**src/rtl/weight_rf_db.sv**
```systemverilog
// Double-buffered weight register file: shift-load a shadow bank while the PE array reads the active bank.
// Optional WEIGHT_RF_ZMASK_EN adds a registered per-word zero mask of the active bank.
module weight_rf_db #(
  parameter int DW    = 8,
  parameter int DEPTH = 16,
  parameter int CW    = $clog2(DEPTH + 1)
) (
  input  logic                clk,
  input  logic                rst_n,
  input  logic                in_valid,
  output logic                in_ready,
  input  logic [DW-1:0]       din,
  input  logic                clr,
  input  logic                swap_req,
  output logic                swap_ack,
  output logic                swap_err,
  output logic [DW*DEPTH-1:0] weight,
  output logic                weight_vld,
  output logic [CW-1:0]       fill_cnt
`ifdef WEIGHT_RF_ZMASK_EN
  ,
  output logic [DEPTH-1:0]    zmask
`endif
);

  localparam int WW = DW * DEPTH;

  // state | meaning
  // FILL  | shadow bank accepting words, in_ready=1
  // FULL  | shadow bank holds DEPTH words, waiting for swap
  typedef enum logic {FILL = 1'b0, FULL = 1'b1} state_t;

  state_t          state;
  logic            sel;
  logic [WW-1:0]   bank0, bank1;
  logic [WW-1:0]   shadow, shifted;
  logic            accept, do_swap;

  assign shadow   = sel ? bank0 : bank1;
  assign weight   = sel ? bank1 : bank0;
  assign in_ready = (state == FILL);
  assign accept   = in_valid && in_ready;
  assign do_swap  = !clr && swap_req && (state == FULL);
  // Oldest word drifts toward word 0; new word enters at the top.
  assign shifted  = {din, shadow[WW-1:DW]};

  always_ff @(posedge clk or negedge rst_n) begin
    if (!rst_n) begin
      state      <= FILL;
      sel        <= 1'b0;
      bank0      <= '0;
      bank1      <= '0;
      fill_cnt   <= '0;
      weight_vld <= 1'b0;
      swap_ack   <= 1'b0;
      swap_err   <= 1'b0;
    end else begin
      swap_ack <= 1'b0;
      swap_err <= 1'b0;
      if (clr) begin
        fill_cnt <= '0;
        state    <= FILL;
      end else begin
        if (swap_req) begin
          if (state == FULL) begin
            sel        <= ~sel;
            fill_cnt   <= '0;
            state      <= FILL;
            weight_vld <= 1'b1;
            swap_ack   <= 1'b1;
          end else begin
            swap_err <= 1'b1;
          end
        end
        // accept implies FILL, so it never collides with a successful swap
        if (accept) begin
          if (sel) bank0 <= shifted;
          else     bank1 <= shifted;
          fill_cnt <= fill_cnt + 1'b1;
          if (fill_cnt == CW'(DEPTH - 1)) state <= FULL;
        end
      end
    end
  end

`ifdef WEIGHT_RF_ZMASK_EN
  logic [DEPTH-1:0] zmask_next;

  always_comb begin
    zmask_next = '0;
    for (int i = 0; i < DEPTH; i++) zmask_next[i] = (shadow[i*DW +: DW] == '0);
  end

  always_ff @(posedge clk or negedge rst_n) begin
    if (!rst_n)       zmask <= '1;
    else if (do_swap) zmask <= zmask_next;
  end
`else
  logic unused_swap;
  assign unused_swap = do_swap;
`endif

endmodule
```
**config.mk**
```make
export PLATFORM = sky130hd
export DESIGN_NAME = weight_rf_db
export DESIGN_NICKNAME = d
export VERILOG_FILES = /design/src/rtl/weight_rf_db.sv
export SDC_FILE = /design/constraint.sdc
export NUM_CORES = 1
export LEC_CHECK = 0
export BUFFER_PORTS_ARGS = -buffer_cell sky130_fd_sc_hd__buf_2
export CORE_AREA = 5 5 201 164
export DETAILED_ROUTE_END_ITERATION = 8
export DIE_AREA = 0 0 206 169
export PLACE_DENSITY = 0.56
export SLEW_MARGIN = 5
export SYNTH_ARGS = -nofsm -noshare
export SYNTH_HDL_FRONTEND = slang
export SYNTH_SLANG_ARGS = --single-unit
```
**constraint.sdc**
```tcl
create_clock -name clk -period 3.5 [get_ports clk]
set_input_delay 0.175 -clock clk [delete_from_list [all_inputs] [get_ports clk]]
set_output_delay 0.175 -clock clk [all_outputs]
set_load 0.05 [all_outputs]
```
==> impl_results.md, run 1 <==
- Fmax: 0.394 GHz
- Hold_buf cts: 11
- CP max FO: 55
- Largest cells by area after synthesis: dfrtp_1 (55%), mux2_2 (24%), mux2_4 (12%)
- CORE AREA: 30800 um2
- Syn Inst Count: 731
- PortBufs: 149
- Fillers: 2802
- Row count: 58
- Global route overflow: 0
- GP Congestion: 0.741
- Post-CTS sizing: 0
- First-pass GRT wire length: 41800 um
- DR DRC count: 0
- Asr flop ratio synth: 1.00
- Global Route met2 Usage: 0.232
- Starting Density: 0.392
- Synth Register Bits: 266
- Area growth from synthesis to layout: 17.5%
- Worst path arrival time: 2360 ps
- Clock buffer depth: 3
- Drt wl/cell: 19.4 um
- Worst slack, placed: 1360 ps
- Crit share post-route: 0.726
- Antenna violations before repair: 0
- Vias in the first global route: 6885
- CTS Sinks: 266
- Final setup margin: 960 ps
- CTS tree: built
- DRT Pass-1 Iters: 4
- Syn. warnings: 0
- Nets@finish: 906
- Top cells by count, synth: dfrtp_1 (266), mux2_2 (263), mux2_4 (100)
- Syn_area_per_cell: 16.6 um2
- Worst-skew pair later-pin latency: 540 ps
- Worst VDD drop: 0.350 mV
- CTS buffer count: 28
- Slew HR: 0.442
- Final Util: 0.461
- Clk slew on worst S/H paths: 60 ps
- Outcome: finished clean
- Most common cell in the netlist: dfrtp_1
- Post-Syn Nets: 746
- Worst min path class: in -> reg
- Die width: 206 um
- Leak: 7.30 nW
- Post-synth EDFFs: 0
- Synth cell types: 32
- Share of layout cells above drive strength 1: 0.635
- Tot GR Track Use: 0.149
- Post-route minimum period: 2540 ps
- Grt peak-use layer: met2
- Post-Route Setup TNS: 0 ps
- Pwr dens: 597 nW/um2
- Worst-margin pin slew: 836 ps
- Crit path capture type: primary output
- Via density: 4.82
- Synth area leader: dfrtp_1
- Cell Area, Synth: 12100 um2
- CTS Root Cell: clkbuf_16
- Dominant synthesized flop cell: dfrtp_1
- Vias post-DR: 6420
- Hold Violations, Final: 0
- RSZ-0062 raised after global routing: no
- Die height: 169 um
- GRT met1 Usage: 0.218
- First DRT Iteration DRCs: 249
- # H-tree levels: 1
- Setup repair bufs after CTS: 0
- Critical path class: reg -> out
- Seq/Total Area, Yosys: 0.550
- Share of Yosys cell area claimed by the top area cell type: 0.550
- Slew Viols, Final: 0
- Final WL: 25800 um
- Largest net degree at the start of global routing: 106
- M3 GR Usage: 0.0351
- Clock skew: 16.8 ps
- Maxcap violations: 0
- Post-DP HPWL: 17100 um
- DRT antenna net count: 0
- Startpoint types: flop
- CP Data Required Time: 3320 ps
- Die ar.: 34800 um2
- Io pins: 150
- Finish-stage setup viols: 0
==> layout make-up <==
| type | instances | area [um2] | area share |
|---|---|---|---|
| sequential | 266 | 6660 | 0.469 |
| multi-input combinational | 418 | 4940 | 0.348 |
| timing repair buffer | 174 | 1080 | 0.0762 |
| clock buffer | 37 | 805 | 0.0566 |
| tap | 420 | 526 | 0.0370 |
| clock inverter | 14 | 181 | 0.0128 |
| inverter | 3 | 11.3 | 0.000792 |
| antenna | 1 | 2.50 | 0.000176 |
==> report_power, final <==
part / switching, mW / total, mW / internal, mW
sequential: 0.564 / 4.27 / 3.70
combinational: 0.269 / 1.10 / 0.829
clock: 1.21 / 3.12 / 1.91
==> metrics by stage <==
step / cell area [um2] / hold slack (ps) / cells / power (mW)
CTS: 14200 / 17.2 / 1332 / 8.61
detailed placement: 13100 / 310 / 1270 / 5.42
floorplan: 12100 / -121 / 731 / 5.05
global placement: 13100 / 307 / 1270 / 5.40
global route: 14200 / 67.3 / 1332 / 8.91
finish: 14200 / 52.7 / 1333 / 8.48
==> kinds of logic after synthesis <==
kind of cell | synth area share
compound gates | 0.00403
xor+xnor | 0.000724
fa+ha+maj | 0.00207
buf+inv | 0.0416
flops | 0.550
mux | 0.389
simple gates | 0.0122
==> sequential cells by signal, summed over array words and instances, names as in the netlist <==
| signal | cells |
|---|---|
| state | 1 |
| sel | 1 |
| swap_ack | 1 |
| swap_err | 1 |
| bank0 | 128 |
| weight_vld | 1 |
| bank1 | 128 |
| fill_cnt | 5 |
==> placed cells by master (no fill, tap or decap), drive strengths merged, types with 2 or more instances in the layout <==
cell type    synthesis  final
nor3b                3      3
nand3b               2      2
ha                   2      2
inv                  3      3
dlygate4sd3          0     11
mux2               385    385
nand2                3      3
dfrtp              266    266
clkbuf               2     37
a21oi                3      3
bufinv               0      4
buf                 42    163
nor2                 4      4
nor2b                2      2
and3b                2      2
clkinv               0     10
==> path summary, 6_finish.rpt <==
check	from	endpoint	slack [ps]	cells past startpoint
min in group asynchronous	rst_n	bank1[59]	290	2
hold reg to reg	weight_vld	weight_vld	470	1
max in group asynchronous	rst_n	bank0[125]	2300	3
setup / recovery	sel	weight[93]	960	3
hold / removal	in_valid	fill_cnt[4]	50	4
setup reg to reg	state	bank1[121]	1380	4
==> metal layers <==
layer,vias up,share of wire
met4,0,0.016
met3,28,0.056
li1,2957,-
met5,-,0
met2,114,0.46
met1,3321,0.47
==> critical path, stage by stage, from the launching register on <==
cell and delay [ps]:
dfrtp_4 510, buf_4 630, mux2_2 430, buf_2 220
(Power assumes the default switching activity.)
==> run 2, diff against run 1 <==
Settings changed: PLACE_DENSITY 0.56 to 0.58.
Clock period 3.5 ns to 2.3 ns, I/O delays scaled along.
==> run 2 against run 1 <==
Against the previous run: final cell count hardly changed; critical endpoint is now weight[66]; clock skew is 5.3 ps lower; hold slack worse by 6.4 ps; via count is 0.30% higher; first-iteration DRC count is 14% higher; largest power group unchanged; global-route usage is 0.24 points lower; non-clock buffer count is 2 higher; largest cell class unchanged; sequential share of layout area is 0.35 points lower; die area stayed put; highest routed layer unchanged; wire length is 0.62% lower; design area is 0.76% higher; utilization is 0.35 points higher.
==> impl_results.md, run 2 (synthesis gave the netlist of run 1 again) <==
- Clock buffer depth: 3 (unchanged)
- Hold Violations, Final: 0 (unchanged)
- DR DRC count: 0 (unchanged)
- Fmax: 0.464 GHz
- Worst slack, placed: 406 ps (was 1360 ps)
- Io pins: 150 (unchanged)
- Fillers: 2786 (was 2802)
- Critical path class: reg -> out (unchanged)
- Global route overflow: 0 (unchanged)
- DRT Pass-1 Iters: 4 (unchanged)
- Post-Route Setup TNS: 0 ps (unchanged)
- Post-DP HPWL: 17000 um (was 17100 um)
- Share of layout cells above drive strength 1: 0.633 (was 0.635)
- Critical path origin: sel (unchanged)
- Starting Density: 0.392 (unchanged)
- First DRT Iteration DRCs: 283 (was 249)
- HP Start: in_valid (unchanged)
- # H-tree levels: 1 (unchanged)
- Worst r2r src: fill_cnt[0] (was state)
- Worst-skew pair later-pin latency: 530 ps (was 540 ps)
- Worst min path class: in -> reg (unchanged)
- CORE AREA: 30800 um2 (unchanged)
- Setup repair bufs after CTS: 0 (unchanged)
- Pwr Total: 13.2 mW (was 8.48 mW)
- CTS tree: built (unchanged)
- CTS Sinks: 266 (unchanged)
- Crit share post-route: 0.936
- Slew Viols, Final: 0 (unchanged)
- DRT antenna net count: 0 (unchanged)
- Final WL: 25700 um (was 25800 um)
- Die height: 169 um (unchanged)
- Vias in the first global route: 7016 (was 6885)
- Row count: 58 (unchanged)
- Highest-count cells in the layout ignoring fill and taps: dfrtp_1 (265), mux2_2 (263), buf_2 (148) (unchanged)
- Cell count after placement: 1270 (unchanged)
- CP max FO: 57 (was 55)
- CTS Root Cell: clkbuf_16 (unchanged)
- Worst path arrival time: 2040 ps (was 2360 ps)
- Most common cell after layout, fill and taps aside: dfrtp_1 (unchanged)
- Slew HR: 0.690 (was 0.442)
- GP Congestion: 0.785 (was 0.741)
- Nets@finish: 908 (was 906)
- Clk slew on worst S/H paths: 60 ps (about the same)
- Die width: 206 um (unchanged)
- CTS buffer count: 28 (unchanged)
- Final setup margin: 147 ps (was 960 ps)
- Top flop regs: bank0 (128), bank1 (128), fill_cnt (5) (unchanged)
- Die ar.: 34800 um2 (unchanged)
- Drt wl/cell: 19.2 um (was 19.4 um)
- Tot GR Track Use: 0.147 (was 0.149)
- Sequential cell area: 6660 um2 (unchanged)
- Cell Area, Placed: 13100 um2 (about the same)
- Vias post-DR: 6439 (was 6420)
- RSZ-0062 raised after global routing: no (unchanged)
- Startpoint types: flop (unchanged)
- CP Data Required Time: 2180 ps (was 3320 ps)
- Crit path capture type: primary output (unchanged)
- Largest net degree at the start of global routing: 79 (was 106)
- Via density: 4.83 (was 4.82)
- Finish-stage setup viols: 0 (unchanged)
- Worst-margin pin slew: 466 ps (was 836 ps)
- Finished layout cell area: 14300 um2 (was 14200 um2)
- Pwr dens: 924 nW/um2 (was 597 nW/um2)
- Area growth from synthesis to layout: 18.4% (was 17.5%)
- Outcome: finished clean (unchanged)
- PortBufs: 149 (unchanged)
- Area of the multi-input gates: 4940 um2 (unchanged)
- ANT cells: 0 (was 1)
- Leak: 7.34 nW (was 7.30 nW)
- Fin cells: 1334 (was 1333)
- Worst VDD drop: 0.779 mV (was 0.350 mV)
- Maxcap violations: 0 (unchanged)
- First-pass GRT wire length: 41100 um (was 41800 um)
- Antenna violations before repair: 0 (unchanged)
- Post-route minimum period: 2150 ps
- Clock skew: 11.5 ps (was 16.8 ps)
run 2: cell types whose count changed in the layout (fill, tap and decap cells not counted), moves of 2 or more:
cell | before | now
bufinv_16 | 4 | 7
clkbuf_8 | 7 | 4
buf_12 | 9 | 11
clkinvlp_4 | 0 | 3
buf_4 | 5 | 3
dlygate4sd3_1 | 11 | 13
clkinv_2 | 9 | 6
run 2: routing by layer:
| metal | GRT usage | vias up | routed length (um) |
|---|---|---|---|
| met3 | 0.0331 | 30 | 1300 |
| met1 | 0.212 | 3338 | 12200 |
| met4 | 0.0275 | 0 | 445 |
| met5 | 0 | - | 0 |
| li1 | - | 2954 | - |
| met2 | 0.231 | 117 | 11700 |
run 2: stage by stage:
| step | util | hold WS (ps) |
|---|---|---|
| floorplan | - | -181 |
| global placement | 0.426 | 87.2 |
| detailed placement | 0.426 | 83.7 |
| CTS | 0.464 | 16.0 |
| global route | 0.464 | 53.3 |
| finish | 0.464 | 46.3 |
run 2: worst paths after layout:
| kind | to | slack (ps) | cells past startpoint |
|---|---|---|---|
| worst min register to register | weight_vld | 460 | 1 |
| worst min-delay path | fill_cnt[0] | 50 | 4 |
| worst max-delay path | weight[66] | 150 | 3 |
| min in group asynchronous | bank0[59] | 110 | 2 |
| worst max register to register | fill_cnt[4] | 320 | 7 |
| max in group asynchronous | sel | 1380 | 3 |
run 2: repair_timing:
action	CTS	global route
gates resized for setup	0	0
endpoints found under the hold margin	170	0
endpoints found under the setup margin	0	0
hold buffers	13	0
run 2: layout make-up:
cell class              count  share of cell area
well taps                 420              0.0367
clock buffers              35              0.0550
multi-input cells         418               0.345
inverters                   3            0.000786
clock inverters            16              0.0183
flip-flops and latches    266               0.465
repair buffers            176              0.0788
run 2: worst max-delay path, cell delays in order (launching register included):
cell	delay [ps]
dfrtp_4	480
buf_12	290
mux2_2	420
buf_2	220
run 2: power by group:
| part | switching [mW] | leakage (nW) | total [mW] | internal, mW |
|---|---|---|---|---|
| clock network | 1.86 | 0.511 | 5.07 | 3.20 |
| logic | 0.409 | 3.31 | 1.68 | 1.27 |
| registers | 0.861 | 3.52 | 6.50 | 5.64 |
| total | 3.13 | 7.34 | 13.2 | 10.1 |
